--- src/rtl/ram_port_b_reader_if.sv ---
// Port-B reader bundle: command/status, RAM port-B pins and the output byte stream.
// RD_CHECKSUM_EN adds the csum signal to the bundle.
interface ram_port_b_reader_if #(
  parameter int ADDR_W = 9,
  parameter int DATA_W = 8,
  parameter int LEN_W  = 10
);
  logic              start;
  logic [ADDR_W-1:0] base_addr;
  logic [LEN_W-1:0]  length;
  logic              busy;
  logic              done;
  logic [ADDR_W-1:0] addrb;
  logic              web;
  logic [DATA_W-1:0] dinb;
  logic [DATA_W-1:0] doutb;
  logic [DATA_W-1:0] m_data;
  logic              m_valid;
  logic              m_ready;
  logic              m_last;
`ifdef RD_CHECKSUM_EN
  logic [DATA_W-1:0] csum;
`endif

  modport master (
    input  start, base_addr, length, doutb, m_ready,
    output busy, done, addrb, web, dinb, m_data, m_valid, m_last
`ifdef RD_CHECKSUM_EN
    , output csum
`endif
  );

  modport slave (
    output start, base_addr, length, doutb, m_ready,
    input  busy, done, addrb, web, dinb, m_data, m_valid, m_last
`ifdef RD_CHECKSUM_EN
    , input csum
`endif
  );
endinterface

--- src/rtl/ram_port_b_reader.sv ---
// Burst reader for RAM port B: first beat 2+RAM_LAT cycles after start, 1 beat/cycle; reads stall
// when FIFO plus in-flight reads would exceed RAM_LAT+2, so m_ready backpressure never drops data. RD_CHECKSUM_EN adds csum.
module ram_port_b_reader #(
  parameter int ADDR_W  = 9,
  parameter int DATA_W  = 8,
  parameter int RAM_LAT = 1,
  parameter int LEN_W   = 10
) (
  input  logic clkb,
  input  logic rstb_n,
  ram_port_b_reader_if.master rd_if
);
  localparam int DEPTH = RAM_LAT + 2;
  localparam int PTR_W = $clog2(DEPTH);
  localparam int CNT_W = $clog2(DEPTH + RAM_LAT + 1);

  typedef enum logic [1:0] {S_IDLE, S_RUN, S_DRAIN} state_t;

  state_t             r_state;
  state_t             w_state_nxt;
  logic [ADDR_W-1:0]  r_addr;
  logic [LEN_W-1:0]   r_issue_left;
  logic [LEN_W-1:0]   r_beat_left;
  logic [RAM_LAT-1:0] r_sr;
  logic [DATA_W-1:0]  r_mem [DEPTH];
  logic [PTR_W-1:0]   r_wptr;
  logic [PTR_W-1:0]   r_rptr;
  logic [CNT_W-1:0]   r_count;
  logic               r_done;
  logic [CNT_W-1:0]   w_inflight;
  logic               w_issue;
  logic               w_push;
  logic               w_pop;
  logic               w_start_ok;
  logic               w_final_pop;

  function automatic logic [PTR_W-1:0] ptr_inc(input logic [PTR_W-1:0] p);
    if (p == PTR_W'(DEPTH - 1)) return '0;
    return p + 1'b1;
  endfunction

  always_comb begin
    w_inflight = '0;
    for (int i = 0; i < RAM_LAT; i++) w_inflight = w_inflight + CNT_W'(r_sr[i]);
  end

  // Reserve a FIFO slot for every read still in the RAM pipeline before issuing another.
  assign w_issue     = (r_state == S_RUN) && ((r_count + w_inflight) < CNT_W'(DEPTH));
  assign w_push      = r_sr[RAM_LAT-1];
  assign w_pop       = rd_if.m_valid && rd_if.m_ready;
  assign w_start_ok  = (r_state == S_IDLE) && rd_if.start;
  assign w_final_pop = (r_state == S_DRAIN) && w_pop && (r_beat_left == LEN_W'(1));

  always_comb begin
    w_state_nxt = r_state;
    case (r_state)
      S_IDLE:  if (rd_if.start && (rd_if.length != '0)) w_state_nxt = S_RUN;
      S_RUN:   if (w_issue && (r_issue_left == LEN_W'(1))) w_state_nxt = S_DRAIN;
      S_DRAIN: if (w_final_pop) w_state_nxt = S_IDLE;
      default: w_state_nxt = S_IDLE;
    endcase
  end

  always_ff @(posedge clkb or negedge rstb_n) begin
    if (!rstb_n) begin
      r_state      <= S_IDLE;
      r_addr       <= '0;
      r_issue_left <= '0;
      r_beat_left  <= '0;
      r_sr         <= '0;
      r_wptr       <= '0;
      r_rptr       <= '0;
      r_count      <= '0;
      r_done       <= 1'b0;
    end else begin
      r_state <= w_state_nxt;
      r_done  <= (w_start_ok && (rd_if.length == '0)) || w_final_pop;
      if (w_start_ok) begin
        r_addr       <= rd_if.base_addr;
        r_issue_left <= rd_if.length;
        r_beat_left  <= rd_if.length;
      end else begin
        if (w_issue) begin
          r_addr       <= r_addr + 1'b1;
          r_issue_left <= r_issue_left - 1'b1;
        end
        if (w_pop) r_beat_left <= r_beat_left - 1'b1;
      end
      r_sr[0] <= w_issue;
      for (int i = 1; i < RAM_LAT; i++) r_sr[i] <= r_sr[i-1];
      if (w_push) r_wptr <= ptr_inc(r_wptr);
      if (w_pop)  r_rptr <= ptr_inc(r_rptr);
      case ({w_push, w_pop})
        2'b10:   r_count <= r_count + 1'b1;
        2'b01:   r_count <= r_count - 1'b1;
        default: r_count <= r_count;
      endcase
    end
  end

  // Storage needs no reset: the pointers and count flush it.
  always_ff @(posedge clkb) begin
    if (w_push) r_mem[r_wptr] <= rd_if.doutb;
  end

  assign rd_if.busy    = (r_state != S_IDLE);
  assign rd_if.done    = r_done;
  assign rd_if.addrb   = r_addr;
  assign rd_if.web     = 1'b0;
  assign rd_if.dinb    = '0;
  assign rd_if.m_valid = (r_count != '0);
  assign rd_if.m_data  = rd_if.m_valid ? r_mem[r_rptr] : '0;
  assign rd_if.m_last  = rd_if.m_valid && (r_beat_left == LEN_W'(1));

`ifdef RD_CHECKSUM_EN
  logic [DATA_W-1:0] r_csum;

  always_ff @(posedge clkb or negedge rstb_n) begin
    if (!rstb_n)         r_csum <= '0;
    else if (w_start_ok) r_csum <= '0;
    else if (w_pop)      r_csum <= r_csum ^ rd_if.m_data;
  end

  assign rd_if.csum = r_csum;
`endif
endmodule

--- src/flat_wrapper.sv ---
// flat-port wrapper written by rule: the top's interface ports become plain ports
module ram_port_b_reader_flat 
#(
  parameter int ADDR_W  = 9,
  parameter int DATA_W  = 8,
  parameter int RAM_LAT = 1,
  parameter int LEN_W   = 10
)
  (clkb, rstb_n, rd_if_start, rd_if_base_addr, rd_if_length, rd_if_doutb, rd_if_m_ready, rd_if_busy, rd_if_done, rd_if_addrb, rd_if_web, rd_if_dinb, rd_if_m_data, rd_if_m_valid, rd_if_m_last);
  ram_port_b_reader_if #(.ADDR_W(ADDR_W), .DATA_W(DATA_W), .LEN_W(LEN_W)) rd_if_i ();
  input  logic clkb;
  input  logic rstb_n;
  input wire logic [$bits(rd_if_i.start)-1:0] rd_if_start;
  input wire logic [$bits(rd_if_i.base_addr)-1:0] rd_if_base_addr;
  input wire logic [$bits(rd_if_i.length)-1:0] rd_if_length;
  input wire logic [$bits(rd_if_i.doutb)-1:0] rd_if_doutb;
  input wire logic [$bits(rd_if_i.m_ready)-1:0] rd_if_m_ready;
  output wire logic [$bits(rd_if_i.busy)-1:0] rd_if_busy;
  output wire logic [$bits(rd_if_i.done)-1:0] rd_if_done;
  output wire logic [$bits(rd_if_i.addrb)-1:0] rd_if_addrb;
  output wire logic [$bits(rd_if_i.web)-1:0] rd_if_web;
  output wire logic [$bits(rd_if_i.dinb)-1:0] rd_if_dinb;
  output wire logic [$bits(rd_if_i.m_data)-1:0] rd_if_m_data;
  output wire logic [$bits(rd_if_i.m_valid)-1:0] rd_if_m_valid;
  output wire logic [$bits(rd_if_i.m_last)-1:0] rd_if_m_last;
  assign rd_if_i.start = rd_if_start;
  assign rd_if_i.base_addr = rd_if_base_addr;
  assign rd_if_i.length = rd_if_length;
  assign rd_if_i.doutb = rd_if_doutb;
  assign rd_if_i.m_ready = rd_if_m_ready;
  assign rd_if_busy = rd_if_i.busy;
  assign rd_if_done = rd_if_i.done;
  assign rd_if_addrb = rd_if_i.addrb;
  assign rd_if_web = rd_if_i.web;
  assign rd_if_dinb = rd_if_i.dinb;
  assign rd_if_m_data = rd_if_i.m_data;
  assign rd_if_m_valid = rd_if_i.m_valid;
  assign rd_if_m_last = rd_if_i.m_last;
  ram_port_b_reader #(.ADDR_W(ADDR_W), .DATA_W(DATA_W), .RAM_LAT(RAM_LAT), .LEN_W(LEN_W)) u_core (.clkb(clkb), .rstb_n(rstb_n), .rd_if(rd_if_i));
endmodule
--- config.mk ---
export PLATFORM = sky130hd
export DESIGN_NAME = ram_port_b_reader_flat
export DESIGN_NICKNAME = d
export VERILOG_FILES = /design/src/rtl/ram_port_b_reader_if.sv /design/src/rtl/ram_port_b_reader.sv /design/src/flat_wrapper.sv
export SDC_FILE = /design/constraint.sdc
export NUM_CORES = 1
export LEC_CHECK = 0
export ABC_CLOCK_PERIOD_IN_PS = 4400
export BUFFER_PORTS_ARGS = -buffer_cell sky130_fd_sc_hd__buf_4
export CAP_MARGIN = 10
export CORE_ASPECT_RATIO = 0.8
export CORE_MARGIN = 2
export CORE_UTILIZATION = 59
export DETAILED_ROUTE_END_ITERATION = 8
export PLACE_DENSITY = 0.91
export RECOVER_POWER = 50
export SLEW_MARGIN = 25
export SYNTH_ARGS = -nofsm -noshare
export SYNTH_HDL_FRONTEND = slang
export SYNTH_SLANG_ARGS = --single-unit
--- constraint.sdc ---
create_clock -name clkb -period 4.4 [get_ports clkb]
set_input_delay 0.22 -clock clkb [delete_from_list [all_inputs] [get_ports clkb]]
set_output_delay 0.22 -clock clkb [all_outputs]
set_load 0.01 [all_outputs]
Word-level counts from Yosys, hierarchy flattened
Memories as Yosys holds them, arrays and structs flattened.
Cells that the tools add are included.
- $lt $le $gt $ge: 1
- mux-type cells: 22
- reductions and logical operators: 19
- eq/ne operators: 11
- add/subtract/negate cells: 8
- operators by type and width (cell ; count):
    $mux 10 ; 4
    $eq 10x1->1 const B ; 2
    $sub 10x1->10 const B ; 2
    $mux 9 ; 2
    $mux 2 ; 7
    $logic_not 10->1 ; 1
    $reduce_bool 10->1 ; 1
    $add 9x1->9 const B ; 1
    $logic_and 1x1->1 ; 9
    $eq 2x2->1 const B ; 4
    $mux 8 ; 1
    $reduce_bool 2->1 ; 4
    $mux 1 ; 6
    $pmux 2 s3 ; 1
    $pmux 3 s2 ; 1
    $add 2x1->2 const B ; 2
    $eq 2x1->1 const B ; 2
    $ne 2x2->1 const B ; 2
    $add 3x1->3 ; 1
    $add 3x1->3 const B ; 1
    $lt 3x2->1 const B ; 1
    $reduce_and 3->1 ; 1
    $reduce_bool 3->1 ; 1
    $sub 3x1->3 const B ; 1
    3 further kinds ; 3
- register bits after elaboration: 40
- memories kept: 1
- memory bits (writable): 24
- memory list (name ; words ; bits a word ; rd ports ; clocked after Yosys merged registers in ; write ports ; RTL line ; text):
    u_core.r_mem ; 3 ; 8 ; 1 ; 0 ; 1 ; ram_port_b_reader.sv:25 ; logic [DATA_W-1:0] r_mem [DEPTH];

Depth between registers and ports, before layout
Gate-level depths: netlist of run 1.
- depth in word-level cells: 6
- depth in mapped cells: 9

Worst setup path after synthesis of run 1
OpenSTA, ideal clock, no wires.
- kind: register to register
- from: register u_core.r_count[2]
- to: register u_core.r_count[2]
- arrival: 2.090 ns
- library setup time: 0.125 ns
- data required time: 4.275 ns
- path slack: 2.185 ns
- cell stages (with the launch flop): 10
- cells stage by stage: dfrtp_1 > o31ai_1 > inv_1 > clkbuf_1 > ha_1 > inv_1 > fa_1 > xor2_1 > nor2_1 > xor2_1
- cells in the longest elaborated chain, start to end: 4
- elaborated cells between the ends (all ways): 8
- those cells by class: add/sub: 2; eq/ne: 2; mux: 1; reduce/logical: 3
- RTL lines (what ; RTL line ; text):
    start, declared ; ram_port_b_reader.sv:28 ; logic [CNT_W-1:0] r_count;
    start signal, assigned ; ram_port_b_reader.sv:94 ; 2'b10: r_count <= r_count + 1'b1;
    start signal, assigned ; ram_port_b_reader.sv:95 ; 2'b01: r_count <= r_count - 1'b1;
    start signal, assigned ; ram_port_b_reader.sv:96 ; default: r_count <= r_count;
    $reduce_bool 3->1 (*) ; ram_port_b_reader.sv:111 ; assign rd_if.m_valid = (r_count != '0);
    $logic_and 1x1->1 (*) ; ram_port_b_reader.sv:50 ; assign w_pop = rd_if.m_valid && rd_if.m_ready;
    net u_core.w_pop ; ram_port_b_reader.sv:33 ; logic w_pop;
    $eq 2x1->1 / $eq 2x2->1 (equally long branches) ; ram_port_b_reader.sv:93 ; case ({w_push, w_pop})
    $pmux 3 s2 / $reduce_bool 2->1 (equally long branches) ; - ;
The timed path passes the listed nets; every way through them passes the cells marked *.
A chain may end at the register's enable or synchronous reset.

Worst setup path in the final report of run 1
- from: register u_core.r_count[2]
- to: register u_core.r_count[2]
- cells in the longest elaborated chain, start to end: 4
- elaborated cells between the ends (all ways): 8
- those cells by class: add/sub: 2; eq/ne: 2; mux: 1; reduce/logical: 3
- RTL lines (what):
    parallel branches: the longest is 4 deep, another holds $sub 3x1->3
Several ways; the timed one is not identified.

==> run_summary.xml, run 1 <==
<?xml version="1.0" encoding="UTF-8"?>
<metrics>
  <group name="setup_path">
    <metric name="critPathRequiredTime" unit="ns">4.63</metric>
    <metric name="critical_path.max_stage_delay" unit="ns">0.80</metric>
    <metric name="start_kind" unit="">flop</metric>
    <metric name="maximum_fanout_encountered_on_the_critical_timing_path" unit="">11</metric>
    <metric name="critical_path.slowest_cell" unit="">sky130_fd_sc_hd__o31ai_1</metric>
    <metric name="cp_num_buf_inv" unit="">2</metric>
    <metric name="critical-path-top-delay-family" unit="">compound AO/OA/AOI/OAI gates</metric>
    <metric name="critPathArrivalTime" unit="ns">3.04</metric>
    <metric name="crit_type" unit="">reg -&gt; reg</metric>
    <metric name="worstPathCellList" unit="">o31ai_1 &gt; inv_1 &gt; ha_1 &gt; inv_1 &gt; fa_1 &gt; xor2_1 &gt; nor2_1 &gt; xor2_1</metric>
    <metric name="worst_setup_path_end_kind" unit="">flop</metric>
  </group>
  <group name="sta">
    <metric name="fin_worst_skew" unit="ns">0.00587</metric>
    <metric name="slew_violations" unit="">41</metric>
    <metric name="rsz0062_at_grt" unit="">no</metric>
    <metric name="report.final.hold_viol_count" unit="">0</metric>
    <metric name="worst_slack" unit="ns">1.59</metric>
    <metric name="fmax" unit="GHz">0.356</metric>
    <metric name="setup_total_negative_slack" unit="ns">0</metric>
    <metric name="finalCritPeriodShare" unit="">0.639</metric>
    <metric name="setup_viol_count_final" unit="">0</metric>
    <metric name="slew-limit-headroom" unit="">-0.419</metric>
    <metric name="timing.final.crit_period" unit="ns">2.81</metric>
    <metric name="tightest_slew" unit="ns">2.13</metric>
  </group>
  <group name="clock_tree">
    <metric name="cts.sink_count" unit="">64</metric>
    <metric name="post_cts.resized_instances" unit="">0</metric>
    <metric name="clock_tree.htree_level_count" unit="">3</metric>
    <metric name="clock_root_buffer" unit="">sky130_fd_sc_hd__clkbuf_8</metric>
    <metric name="cts-hold-fix-buffers" unit="">1</metric>
    <metric name="maximum_root_to_sink_buffer_count" unit="">2</metric>
    <metric name="post_cts_buffers" unit="">0</metric>
    <metric name="cts-buffers-inserted" unit="">9</metric>
    <metric name="clock_tree_from_tritoncts" unit="">done</metric>
    <metric name="clock_transition_at_the_registers_of_the_reported_paths" unit="ns">0.07</metric>
    <metric name="worst_skew_pair.late_latency" unit="ns">0.35</metric>
  </group>
  <group name="pwr">
    <metric name="pwr_cell_area" unit="nW/um^2">716</metric>
    <metric name="power.ir.vdd_worst" unit="V">0.000426</metric>
    <metric name="leakage_power_summed_over_all_cells" unit="nW">1.55</metric>
  </group>
  <group name="yosys">
    <metric name="synth_flop_cell" unit="">sky130_fd_sc_hd__dfrtp_1</metric>
    <metric name="syn_area_per_cell" unit="sq um">10.7</metric>
    <metric name="synth-seq-area-share" unit="">0.543</metric>
    <metric name="ys_top_cells_by_area" unit="">sky130_fd_sc_hd__dfrtp_1, sky130_fd_sc_hd__edfxtp_1, sky130_fd_sc_hd__nor2_1</metric>
    <metric name="post-synth-top-area-fraction" unit="">0.316</metric>
    <metric name="post_synth_inst_count" unit="">297</metric>
    <metric name="number_of_synthesized_flops_with_an_enable_pin" unit="">24</metric>
    <metric name="synth_cell_type_count" unit="">44</metric>
    <metric name="yosysTopAreaCell" unit="">sky130_fd_sc_hd__dfrtp_1</metric>
    <metric name="synth_area" unit="sq um">3170</metric>
    <metric name="synth_warnings" unit="">0</metric>
    <metric name="synth-seq-cells" unit="">64</metric>
    <metric name="asyncSetResetFlopFracSynth" unit="">0.625</metric>
  </group>
  <group name="placement">
    <metric name="place.detailed.hpwl" unit="microns">4580</metric>
    <metric name="place.port_buffers" unit="">51</metric>
    <metric name="dp_slack" unit="ns">1.73</metric>
    <metric name="gp_congestion" unit="">0.893</metric>
  </group>
  <group name="route">
    <metric name="detailroute.via_count" unit="">2503</metric>
    <metric name="met2_wirelength" unit="microns">3430</metric>
    <metric name="met3_wirelength" unit="microns">422</metric>
    <metric name="wl_cell" unit="microns">16.5</metric>
    <metric name="dr.max_layer_used" unit="">met4</metric>
    <metric name="detailedRoute.firstPassIterationCount" unit="">5</metric>
    <metric name="route.layer.met1.wl" unit="microns">2900</metric>
    <metric name="drcViolationCount" unit="">0</metric>
    <metric name="drt.antenna.violating_nets" unit="">0</metric>
    <metric name="route.detailed.vias_per_inst" unit="">5.97</metric>
    <metric name="drt-total-wl" unit="microns">6910</metric>
    <metric name="initialDrtViolationCount" unit="">183</metric>
  </group>
  <group name="floorplanning">
    <metric name="die_height" unit="microns">69.6</metric>
    <metric name="design.die.area" unit="sq um">5980</metric>
    <metric name="fp.coreArea" unit="sq um">5090</metric>
    <metric name="std_cell_rows" unit="">23</metric>
    <metric name="fp.dieW" unit="microns">85.9</metric>
    <metric name="floorplan.initialDensity" unit="">0.622</metric>
    <metric name="ioPinCount" unit="">61</metric>
  </group>
  <group name="grt">
    <metric name="grt_pass1_wl" unit="microns">11700</metric>
    <metric name="grt_pass1_vias" unit="">2452</metric>
    <metric name="total_congestion_overflow_after_global_routing" unit="">0</metric>
    <metric name="initial_antenna_violation_count" unit="">0</metric>
    <metric name="grtUsageTotal" unit="">0.252</metric>
    <metric name="pin_count_of_the_biggest_net_entering_global_routing" unit="">41</metric>
  </group>
  <group name="final_layout">
    <metric name="area_delta_synth_final" unit="%">17.6</metric>
    <metric name="post_route_cells_drive_above_1_share" unit="">0.185</metric>
    <metric name="ant_cells" unit="">0</metric>
    <metric name="final_net_count" unit="">392</metric>
    <metric name="most-common-layout-cells" unit="">sky130_fd_sc_hd__dfrtp_1, sky130_fd_sc_hd__buf_4, sky130_fd_sc_hd__nor2_1, sky130_fd_sc_hd__nand2_1, sky130_fd_sc_hd__edfxtp_1</metric>
    <metric name="layout.cells.most_common" unit="">sky130_fd_sc_hd__dfrtp_1</metric>
    <metric name="utilization" unit="">0.732</metric>
  </group>
  <group name="status">
    <metric name="failed_checks" unit="">max-capacitance violations, max-slew violations</metric>
    <metric name="status" unit="">complete, but fails checks</metric>
  </group>
  <group name="worst_hold_path">
    <metric name="timing.hold.worst.class" unit="">in -&gt; reg</metric>
  </group>
  <group name="run">
    <metric name="timing.max_cap.violations" unit="">1</metric>
  </group>
</metrics>
through the flow:
stage | hold WS (ns) | total power [mW] | instance area, sq um | std cells
final | 0.0745 | 2.67 | 3730 | 419
after global routing | 0.0792 | 2.85 | 3730 | 419
after CTS | 0.0589 | 2.70 | 3790 | 419
after detailed placement | 0.223 | 2.17 | 3590 | 402
after global placement | 0.222 | 2.12 | 3580 | 402
after floorplan | -0.0756 | 1.80 | 3200 | 305
report_power, final:
part	internal (mW)	switching, mW	leakage, nW
Clock	0.261	0.232	0.0952
Combinational	0.480	0.615	0.744
Sequential	0.845	0.236	0.707
synth_stat cells, types with 9 or more instances:
| cell | n |
|---|---|
| sky130_fd_sc_hd__inv_1 | 14 |
| sky130_fd_sc_hd__o21ai_0 | 15 |
| sky130_fd_sc_hd__nor2_1 | 30 |
| sky130_fd_sc_hd__dfrtp_1 | 40 |
| sky130_fd_sc_hd__nor3_1 | 10 |
| sky130_fd_sc_hd__edfxtp_1 | 24 |
| sky130_fd_sc_hd__xor2_1 | 9 |
| sky130_fd_sc_hd__clkbuf_1 | 10 |
| sky130_fd_sc_hd__a21oi_1 | 13 |
| sky130_fd_sc_hd__buf_4 | 9 |
| sky130_fd_sc_hd__mux2i_1 | 9 |
| sky130_fd_sc_hd__nand3_1 | 10 |
| sky130_fd_sc_hd__nand2_1 | 25 |
state kept, by name, indices dropped and copies added (netlist names):
register,cells
u_core.r_beat_left,10
u_core.rd_if.done,1
u_core.r_issue_left,10
u_core.r_sr,1
u_core.r_state,2
u_core.r_wptr,2
u_core.r_count,3
u_core.r_mem,24
u_core.r_rptr,2
u_core.rd_if.addrb,9
path summary, 6_finish.rpt:
kind | startpoint | end | slack [ns] | cells after the start
max in group asynchronous | rstb_n | u_core.r_beat_left[1] | 2.15 | 2
hold / removal | rd_if_base_addr[6] | u_core.rd_if.addrb[6] | 0.07 | 3
setup / recovery | u_core.r_count[2] | u_core.r_count[2] | 1.59 | 8
setup reg to reg | u_core.r_count[2] | u_core.r_count[2] | 1.59 | 8
min in group asynchronous | rstb_n | u_core.rd_if.addrb[8] | 1.02 | 2
hold reg to reg | u_core.r_wptr[1] | u_core.r_wptr[1] | 0.53 | 1
final cells by class:
class                           count  area, sq um
Timing Repair Buffer               55          348
Multi-Input combinational cell    208         1330
Clock inverter                      7         72.6
Sequential cell                    64         1720
Clock buffer                        9          124
Inverter                           14         52.6
Fill cell                         358         1370
Tap cell                           62         77.6
routing by layer:
metal | GRT usage | vias to the layer above
met4 | 0.120 | 0
met3 | 0.0560 | 20
met2 | 0.400 | 86
li1 | - | 1175
met1 | 0.329 | 1222
met5 | 0 | -
worst reg2reg max path: stages (launching register included):
cell,delay [ns]
sky130_fd_sc_hd__dfrtp_1,0.45
sky130_fd_sc_hd__o31ai_1,0.80
sky130_fd_sc_hd__inv_1,0.41
sky130_fd_sc_hd__ha_1,0.35
sky130_fd_sc_hd__inv_1,0.08
sky130_fd_sc_hd__fa_1,0.18
sky130_fd_sc_hd__xor2_1,0.18
sky130_fd_sc_hd__nor2_1,0.08
sky130_fd_sc_hd__xor2_1,0.15
kinds of logic after synthesis:
| group | after synthesis | share of synthesized area |
|---|---|---|
| and+or+nand+nor | 108 | 0.173 |
| muxes | 11 | 0.0355 |
| AOI/OAI and AO/OA | 59 | 0.126 |
| other | 1 | 0.00118 |
| adders and majority gates | 9 | 0.0379 |
| xor gates and xnor gates | 12 | 0.0332 |
| buffers and inverters | 33 | 0.0497 |
| DFF | 64 | 0.543 |
Note: power is estimated with default switching activity, not from simulation.
==> run 2, diff against run 1 <==
ABC_CLOCK_PERIOD_IN_PS = 2400   (was 4400)
CORE_UTILIZATION = 50   (was 59)
PLACE_DENSITY = 0.83   (was 0.91)
clock period = 2.4 ns   (was 4.4 ns; I/O delays follow)
==> run 2 against run 1 <==
  * The run now ends clean
  * Worst hold slack got worse by 0.060 ns
  * Core utilization decreased by 8.5 points
  * Sequential cell count unchanged
  * Global-route usage decreased by 3.4 points
  * Total power increased by 83%
  * Combinational power increased by 89%
  * Critical path depth unchanged
  * Die area increased by 17%
  * Worst setup slack got worse by 1.4 ns
  * Final cell count increased by 8.6%
  * Via count decreased by 1.3%
  * Sequential share of layout area decreased by 1.8 points
  * Critical path type unchanged
  * Highest routed layer unchanged
==> run_summary.xml, run 2 (same netlist as run 1, synthesis figures left out) <==
<?xml version="1.0" encoding="UTF-8"?>
<metrics>
  <group name="status">
    <metric name="status" unit="">complete, no violations</metric>
  </group>
  <group name="final_layout">
    <metric name="multi_input_comb_area" unit="sq um">1330</metric>
    <metric name="final_net_count" unit="">409</metric>
    <metric name="n_fill_cell" unit="">485</metric>
    <metric name="layout.cells.most_common" unit="">sky130_fd_sc_hd__buf_4</metric>
    <metric name="utilization" unit="">0.646</metric>
    <metric name="most-common-layout-cells" unit="">sky130_fd_sc_hd__buf_4, sky130_fd_sc_hd__dfrtp_1, sky130_fd_sc_hd__nor2_1, sky130_fd_sc_hd__nand2_1, sky130_fd_sc_hd__edfxtp_1</metric>
    <metric name="largest-register" unit="">u_core.r_mem</metric>
    <metric name="post_route_cells_drive_above_1_share" unit="">0.182</metric>
    <metric name="reg_top3" unit="">u_core.r_mem (24), u_core.r_beat_left (10), u_core.r_issue_left (10)</metric>
    <metric name="regArea" unit="sq um">1720</metric>
    <metric name="layout.cell_area.non_filler" unit="sq um">3880</metric>
    <metric name="flip_flop_count_of_the_largest_register_after_layout" unit="">24</metric>
    <metric name="ant_cells" unit="">0</metric>
    <metric name="area_delta_synth_final" unit="%">22.5</metric>
    <metric name="layoutNonFillerInstCount" unit="">455</metric>
  </group>
  <group name="placement">
    <metric name="gp_congestion" unit="">0.841</metric>
    <metric name="numPlacedInstances" unit="">427</metric>
    <metric name="place.port_buffers" unit="">51</metric>
    <metric name="dp_slack" unit="ns">0.217</metric>
    <metric name="place.detailed.hpwl" unit="microns">4990</metric>
    <metric name="placed_inst_area" unit="sq um">3650</metric>
  </group>
  <group name="sta">
    <metric name="setup_total_negative_slack" unit="ns">0</metric>
    <metric name="worst_slack" unit="ns">0.163</metric>
    <metric name="timing.final.crit_period" unit="ns">2.24</metric>
    <metric name="setup_viol_count_final" unit="">0</metric>
    <metric name="report.final.hold_viol_count" unit="">0</metric>
    <metric name="fin_worst_skew" unit="ns">0.00907</metric>
    <metric name="tightest_slew" unit="ns">0.995</metric>
    <metric name="slew_violations" unit="">0</metric>
    <metric name="finalCritPeriodShare" unit="">0.932</metric>
    <metric name="slew-limit-headroom" unit="">0.337</metric>
    <metric name="rsz0062_at_grt" unit="">no</metric>
    <metric name="fmax" unit="GHz">0.447</metric>
    <metric name="worst_hold_slack" unit="ns">0.0145</metric>
  </group>
  <group name="run">
    <metric name="timing.max_cap.violations" unit="">0</metric>
  </group>
  <group name="pwr">
    <metric name="p_clk_frac" unit="">0.174</metric>
    <metric name="power.net_switching" unit="mW">1.91</metric>
    <metric name="power.ir.vdd_worst" unit="V">0.000779</metric>
    <metric name="totalPowerFinal" unit="mW">4.88</metric>
    <metric name="power_report.internal_total" unit="mW">2.97</metric>
    <metric name="power_switching_share" unit="">0.391</metric>
    <metric name="leakage_power_summed_over_all_cells" unit="nW">1.62</metric>
    <metric name="combinational_power_share" unit="">0.426</metric>
    <metric name="sequentialPowerShare" unit="">0.400</metric>
    <metric name="pwr_cell_area" unit="nW/um^2">1260</metric>
  </group>
  <group name="route">
    <metric name="drcViolationCount" unit="">0</metric>
    <metric name="drt.antenna.violating_nets" unit="">0</metric>
    <metric name="drt-total-wl" unit="microns">6980</metric>
    <metric name="wl_cell" unit="microns">15.3</metric>
    <metric name="detailedRoute.firstPassIterationCount" unit="">4</metric>
    <metric name="route.detailed.vias_per_inst" unit="">5.43</metric>
    <metric name="detailroute.via_count" unit="">2471</metric>
    <metric name="initialDrtViolationCount" unit="">149</metric>
  </group>
  <group name="clock_tree">
    <metric name="clock_tree.htree_level_count" unit="">3</metric>
    <metric name="post_cts.resized_instances" unit="">0</metric>
    <metric name="clock_root_buffer" unit="">sky130_fd_sc_hd__clkbuf_8</metric>
    <metric name="clock_transition_at_the_registers_of_the_reported_paths" unit="ns">0.06</metric>
    <metric name="post_cts_buffers" unit="">0</metric>
    <metric name="worst_skew_pair.late_latency" unit="ns">0.34</metric>
    <metric name="cts-buffers-inserted" unit="">9</metric>
    <metric name="cts.sink_count" unit="">64</metric>
    <metric name="maximum_root_to_sink_buffer_count" unit="">2</metric>
    <metric name="clock_tree_from_tritoncts" unit="">done</metric>
    <metric name="cts-hold-fix-buffers" unit="">10</metric>
  </group>
  <group name="floorplanning">
    <metric name="design.die.area" unit="sq um">7000</metric>
    <metric name="ioPinCount" unit="">61</metric>
    <metric name="floorplan.initialDensity" unit="">0.528</metric>
    <metric name="std_cell_rows" unit="">25</metric>
    <metric name="fp.coreArea" unit="sq um">6010</metric>
    <metric name="fp.dieW" unit="microns">93.0</metric>
    <metric name="die_height" unit="microns">75.2</metric>
  </group>
  <group name="setup_path">
    <metric name="critPathRequiredTime" unit="ns">2.65</metric>
    <metric name="crit_type" unit="">reg -&gt; reg</metric>
    <metric name="start_kind" unit="">flop</metric>
    <metric name="worst_setup_path_end_kind" unit="">flop</metric>
    <metric name="critPathArrivalTime" unit="ns">2.48</metric>
    <metric name="maximum_fanout_encountered_on_the_critical_timing_path" unit="">19</metric>
  </group>
  <group name="grt">
    <metric name="grt_pass1_vias" unit="">2296</metric>
    <metric name="grt_pass1_wl" unit="microns">11400</metric>
    <metric name="total_congestion_overflow_after_global_routing" unit="">0</metric>
    <metric name="grtUsageTotal" unit="">0.218</metric>
    <metric name="initial_antenna_violation_count" unit="">0</metric>
    <metric name="pin_count_of_the_biggest_net_entering_global_routing" unit="">41</metric>
  </group>
  <group name="worst_hold_path">
    <metric name="timing.hold.worst.class" unit="">in -&gt; reg</metric>
  </group>
</metrics>
-- run 2: area by class of cell --
cell class	count	area share
Clock buffer	12	0.0348
Clock inverter	4	0.0116
Sequential cell	64	0.444
Tap cell	81	0.0261
Timing Repair Buffer	72	0.129
Inverter	14	0.0135
Multi-Input combinational cell	208	0.341
-- run 2: metal layers --
layer	vias up	global-route usage	part of all wire
li1	1216	-	-
met1	1177	0.297	0.46
met2	68	0.344	0.48
met3	10	0.0661	0.054
met4	0	0.0654	0.013
met5	-	0	0
-- run 2: critical path, cell delays in order (launching register included) --
cell                      delay [ns]
sky130_fd_sc_hd__dfrtp_1        0.38
sky130_fd_sc_hd__ha_1           0.20
sky130_fd_sc_hd__ha_1           0.18
sky130_fd_sc_hd__xnor2_1        0.32
sky130_fd_sc_hd__nand3_1        0.18
sky130_fd_sc_hd__buf_4          0.24
sky130_fd_sc_hd__inv_1          0.13
sky130_fd_sc_hd__mux2_2         0.34
sky130_fd_sc_hd__o21ai_0        0.16
-- run 2: power by group through the flow --
| stage | Combinational [mW] | Clock, mW | Sequential (mW) |
|---|---|---|---|
| 6_report | 2.08 | 0.850 | 1.95 |
| 5_1_grt | 2.32 | 0.932 | 2.01 |
| 4_1_cts | 2.14 | 0.861 | 1.95 |
| 3_5_place_dp | 2.10 | 0 | 1.96 |
| 3_3_place_gp | 2.02 | 0 | 1.94 |
| 2_1_floorplan | 1.44 | 0 | 1.85 |
-- run 2: worst paths after layout --
kind                                    startpoint                endpoint  slack (ns)  cells past startpoint
worst max-delay path             u_core.r_count[0]  u_core.r_issue_left[1]        0.16                      8
min in group asynchronous                   rstb_n   u_core.rd_if.addrb[8]        0.47                      2
worst min-delay path            rd_if_base_addr[4]   u_core.rd_if.addrb[4]        0.01                      2
worst min register to register   u_core.r_state[0]       u_core.rd_if.done        0.53                      1
max in group asynchronous                   rstb_n       u_core.r_count[2]        1.32                      2
worst max register to register   u_core.r_count[0]  u_core.r_issue_left[1]        0.16                      8
==> run 3, diff against run 2 <==
ABC_AREA = 1   (was unset)
CORE_UTILIZATION = 51   (was 50)
SLEW_MARGIN = 15   (was 25)
==> run 3 against run 2 <==
  * Via count up 27%
  * Final cell count up 33%
  * Critical endpoint is now u_core.r_count[2]
  * First-iteration DRC count up 37%
  * Clock power up 25%
  * Sequential share of layout area down 4.7 points
  * Combinational power up 31%
  * Non-clock buffer count unchanged
  * Highest routed layer unchanged
  * Largest power group unchanged
  * Largest cell class unchanged
  * Final area up 12%
==> run_summary.xml, run 3 <==
<?xml version="1.0" encoding="UTF-8"?>
<metrics>
  <group name="floorplanning">
    <metric name="ioPinCount" unit="">61</metric>
    <metric name="die_height" unit="microns">79.4</metric>
    <metric name="design.die.area" unit="sq um">7800</metric>
    <metric name="std_cell_rows" unit="">27</metric>
    <metric name="floorplan.initialDensity" unit="">0.526</metric>
    <metric name="fp.dieW" unit="microns">98.2</metric>
    <metric name="fp.coreArea" unit="sq um">6890</metric>
  </group>
  <group name="yosys">
    <metric name="ys_top_cells_by_area" unit="">sky130_fd_sc_hd__dfrtp_1, sky130_fd_sc_hd__edfxtp_1, sky130_fd_sc_hd__nand3_1</metric>
    <metric name="synth_warnings" unit="">0</metric>
    <metric name="number_of_synthesized_flops_with_an_enable_pin" unit="">24</metric>
    <metric name="synth_area" unit="sq um">3620</metric>
    <metric name="synth-seq-cells" unit="">64</metric>
    <metric name="synth_cell_type_count" unit="">36</metric>
    <metric name="synth_flop_cell" unit="">sky130_fd_sc_hd__dfrtp_1</metric>
    <metric name="yosys.cell_count.top_type" unit="">sky130_fd_sc_hd__nand2_1</metric>
    <metric name="post-synth-top-area-fraction" unit="">0.276</metric>
    <metric name="synth-seq-area-share" unit="">0.475</metric>
    <metric name="synth.top_cells.by_count" unit="">sky130_fd_sc_hd__nand2_1, sky130_fd_sc_hd__nand3_1, sky130_fd_sc_hd__inv_1, sky130_fd_sc_hd__dfrtp_1, sky130_fd_sc_hd__nor2_1</metric>
    <metric name="yosysTopAreaCell" unit="">sky130_fd_sc_hd__dfrtp_1</metric>
    <metric name="asyncSetResetFlopFracSynth" unit="">0.625</metric>
    <metric name="syn_area_per_cell" unit="sq um">8.16</metric>
    <metric name="post_synth_inst_count" unit="">444</metric>
  </group>
  <group name="route">
    <metric name="drt-total-wl" unit="microns">8050</metric>
    <metric name="detailroute.via_count" unit="">3132</metric>
    <metric name="initialDrtViolationCount" unit="">204</metric>
    <metric name="detailedRoute.firstPassIterationCount" unit="">5</metric>
    <metric name="drcViolationCount" unit="">0</metric>
    <metric name="wl_cell" unit="microns">13.3</metric>
    <metric name="route.detailed.vias_per_inst" unit="">5.16</metric>
    <metric name="drt.antenna.violating_nets" unit="">0</metric>
  </group>
  <group name="setup_path">
    <metric name="critical-path-top-delay-family" unit="">adder cells</metric>
    <metric name="cell_repeated_most_along_the_worst_path" unit="">sky130_fd_sc_hd__inv_1</metric>
    <metric name="maximum_fanout_encountered_on_the_critical_timing_path" unit="">6</metric>
    <metric name="critPathArrivalTime" unit="ns">2.29</metric>
    <metric name="critical_path.slowest_cell" unit="">sky130_fd_sc_hd__dfrtp_1</metric>
    <metric name="critPathRequiredTime" unit="ns">2.63</metric>
    <metric name="crit_type" unit="">reg -&gt; reg</metric>
    <metric name="worst_setup_path_end_kind" unit="">flop</metric>
    <metric name="worstPathCellList" unit="">inv_1 &gt; nand3_1 &gt; nand2_2 &gt; inv_1 &gt; ha_1 &gt; inv_1 &gt; fa_1 &gt; a21oi_1 &gt; o21ai_0 &gt; xor2_1</metric>
    <metric name="cp_num_buf_inv" unit="">3</metric>
    <metric name="critical_path.max_stage_delay" unit="ns">0.39</metric>
    <metric name="start_kind" unit="">flop</metric>
  </group>
  <group name="pwr">
    <metric name="leakage_power_summed_over_all_cells" unit="nW">2.11</metric>
    <metric name="totalPowerFinal" unit="mW">5.70</metric>
    <metric name="power.ir.vdd_worst" unit="V">0.000599</metric>
    <metric name="pwr_cell_area" unit="nW/um^2">1310</metric>
  </group>
  <group name="run">
    <metric name="timing.max_cap.violations" unit="">0</metric>
  </group>
  <group name="placement">
    <metric name="place.detailed.hpwl" unit="microns">5580</metric>
    <metric name="place.port_buffers" unit="">51</metric>
    <metric name="gp_congestion" unit="">0.883</metric>
  </group>
  <group name="sta">
    <metric name="fin_worst_skew" unit="ns">0.00696</metric>
    <metric name="slew-limit-headroom" unit="">0.324</metric>
    <metric name="rsz0062_at_grt" unit="">no</metric>
    <metric name="timing.final.crit_period" unit="ns">2.06</metric>
    <metric name="setup_viol_count_final" unit="">0</metric>
    <metric name="tightest_slew" unit="ns">1.01</metric>
    <metric name="setup_total_negative_slack" unit="ns">0</metric>
    <metric name="report.final.hold_viol_count" unit="">0</metric>
    <metric name="fmax" unit="GHz">0.485</metric>
    <metric name="slew_violations" unit="">0</metric>
    <metric name="finalCritPeriodShare" unit="">0.859</metric>
  </group>
  <group name="grt">
    <metric name="grt_pass1_vias" unit="">2949</metric>
    <metric name="pin_count_of_the_biggest_net_entering_global_routing" unit="">41</metric>
    <metric name="total_congestion_overflow_after_global_routing" unit="">0</metric>
    <metric name="grt_pass1_wl" unit="microns">13500</metric>
    <metric name="initial_antenna_violation_count" unit="">0</metric>
    <metric name="grtUsageTotal" unit="">0.219</metric>
  </group>
  <group name="status">
    <metric name="status" unit="">complete, no violations</metric>
  </group>
  <group name="final_layout">
    <metric name="post_route_cells_drive_above_1_share" unit="">0.140</metric>
    <metric name="reg_top3" unit="">u_core.r_mem (24), u_core.r_beat_left (10), u_core.r_issue_left (10)</metric>
    <metric name="utilization" unit="">0.629</metric>
    <metric name="flip_flop_count_of_the_largest_register_after_layout" unit="">24</metric>
    <metric name="ant_cells" unit="">0</metric>
    <metric name="largest-register" unit="">u_core.r_mem</metric>
    <metric name="area_delta_synth_final" unit="%">19.7</metric>
    <metric name="most-common-layout-cells" unit="">sky130_fd_sc_hd__nand2_1, sky130_fd_sc_hd__nand3_1, sky130_fd_sc_hd__inv_1, sky130_fd_sc_hd__dfrtp_1, sky130_fd_sc_hd__buf_4</metric>
    <metric name="final_net_count" unit="">555</metric>
    <metric name="layout.cells.most_common" unit="">sky130_fd_sc_hd__nand2_1</metric>
  </group>
  <group name="clock_tree">
    <metric name="post_cts.resized_instances" unit="">0</metric>
    <metric name="post_cts_buffers" unit="">0</metric>
    <metric name="maximum_root_to_sink_buffer_count" unit="">2</metric>
    <metric name="worst_skew_pair.late_latency" unit="ns">0.35</metric>
    <metric name="cts-buffers-inserted" unit="">9</metric>
    <metric name="cts-hold-fix-buffers" unit="">15</metric>
    <metric name="clock_transition_at_the_registers_of_the_reported_paths" unit="ns">0.08</metric>
    <metric name="clock_tree.htree_level_count" unit="">3</metric>
    <metric name="cts.sink_count" unit="">64</metric>
    <metric name="clock_root_buffer" unit="">sky130_fd_sc_hd__clkbuf_8</metric>
    <metric name="clock_tree_from_tritoncts" unit="">done</metric>
  </group>
  <group name="worst_hold_path">
    <metric name="timing.hold.worst.class" unit="">in -&gt; reg</metric>
  </group>
</metrics>
## run 3: changes by cell type after synthesis, moves of 5 or more
cell / before / now
sky130_fd_sc_hd__inv_1: 14 / 58
sky130_fd_sc_hd__a221o_1: 6 / 0
sky130_fd_sc_hd__nor2_1: 30 / 35
sky130_fd_sc_hd__nor3_1: 10 / 3
sky130_fd_sc_hd__clkbuf_1: 10 / 0
sky130_fd_sc_hd__mux2i_1: 9 / 0
sky130_fd_sc_hd__a21oi_1: 13 / 1
sky130_fd_sc_hd__xor2_1: 9 / 4
sky130_fd_sc_hd__nor3b_1: 5 / 0
sky130_fd_sc_hd__nand2_1: 25 / 107
sky130_fd_sc_hd__nand3_1: 10 / 82
## run 3: logic make-up (layout without fill, tap and decap cells)
| family | count (synthesis) | after routing | share of synthesized area |
|---|---|---|---|
| DFF | 64 | 64 | 0.475 |
| other | 1 | 9 | 0.00104 |
| xor gates and xnor gates | 8 | 8 | 0.0193 |
| AOI/OAI and AO/OA | 33 | 33 | 0.0560 |
| and+or+nand+nor | 245 | 245 | 0.303 |
| buffers and inverters | 84 | 152 | 0.113 |
| adders and majority gates | 9 | 9 | 0.0332 |
## run 3: layout make-up
type / count / area (sq um)
clock inverters: 7 / 103
inverters: 64 / 245
flip-flops and latches: 64 / 1720
multi-input cells: 304 / 1520
repair buffers: 72 / 512
clock buffers: 9 / 124
fillers: 604 / 2550
well taps: 87 / 109
## run 3: path summary, 6_finish.rpt
check	from	to	slack [ns]	depth (start not counted)
hold reg to reg	u_core.r_count[0]	u_core.r_count[0]	0.53	1
min in group asynchronous	rstb_n	u_core.rd_if.addrb[4]	0.48	2
setup / recovery	u_core.r_count[1]	u_core.r_count[2]	0.34	10
setup reg to reg	u_core.r_count[1]	u_core.r_count[2]	0.34	10
hold / removal	rd_if_base_addr[3]	u_core.rd_if.addrb[3]	0.02	3
max in group asynchronous	rstb_n	u_core.r_count[1]	1.29	2
## run 3: power breakdown
part | switching (mW) | internal, mW
Clock | 0.468 | 0.597
Combinational | 1.70 | 1.03
Sequential | 0.355 | 1.55
Total | 2.52 | 3.18
## run 3: worst register-to-register path: cells and delay by family, from the launching register on
kind / cells / cell delay, ns
DFF: 1 / 0.39
buffers and inverters: 3 / 0.33
adders and majority gates: 2 / 0.56
AOI/OAI and AO/OA: 2 / 0.28
xor gates and xnor gates: 1 / 0.15
and+or+nand+nor: 2 / 0.23
## run 3: per-layer routing
metal | up-vias | GRT usage | share of wire
met2 | 120 | 0.366 | 0.47
met5 | - | 0 | 0
li1 | 1564 | - | -
met4 | 0 | 0.0795 | 0.020
met1 | 1431 | 0.283 | 0.44
met3 | 17 | 0.0508 | 0.074
## run 3: through the flow
| step | instances | cell area (sq um) | hold WS, ns | worst slack, ns |
|---|---|---|---|---|
| after floorplan | 452 | 3650 | -0.176 | 0.591 |
| after global placement | 576 | 4030 | 0.138 | 0.492 |
| after detailed placement | 576 | 4030 | 0.140 | 0.384 |
| after CTS | 607 | 4400 | 0.0174 | 0.376 |
| after global routing | 607 | 4340 | 0.0205 | 0.193 |
| final | 607 | 4340 | 0.0184 | 0.339 |
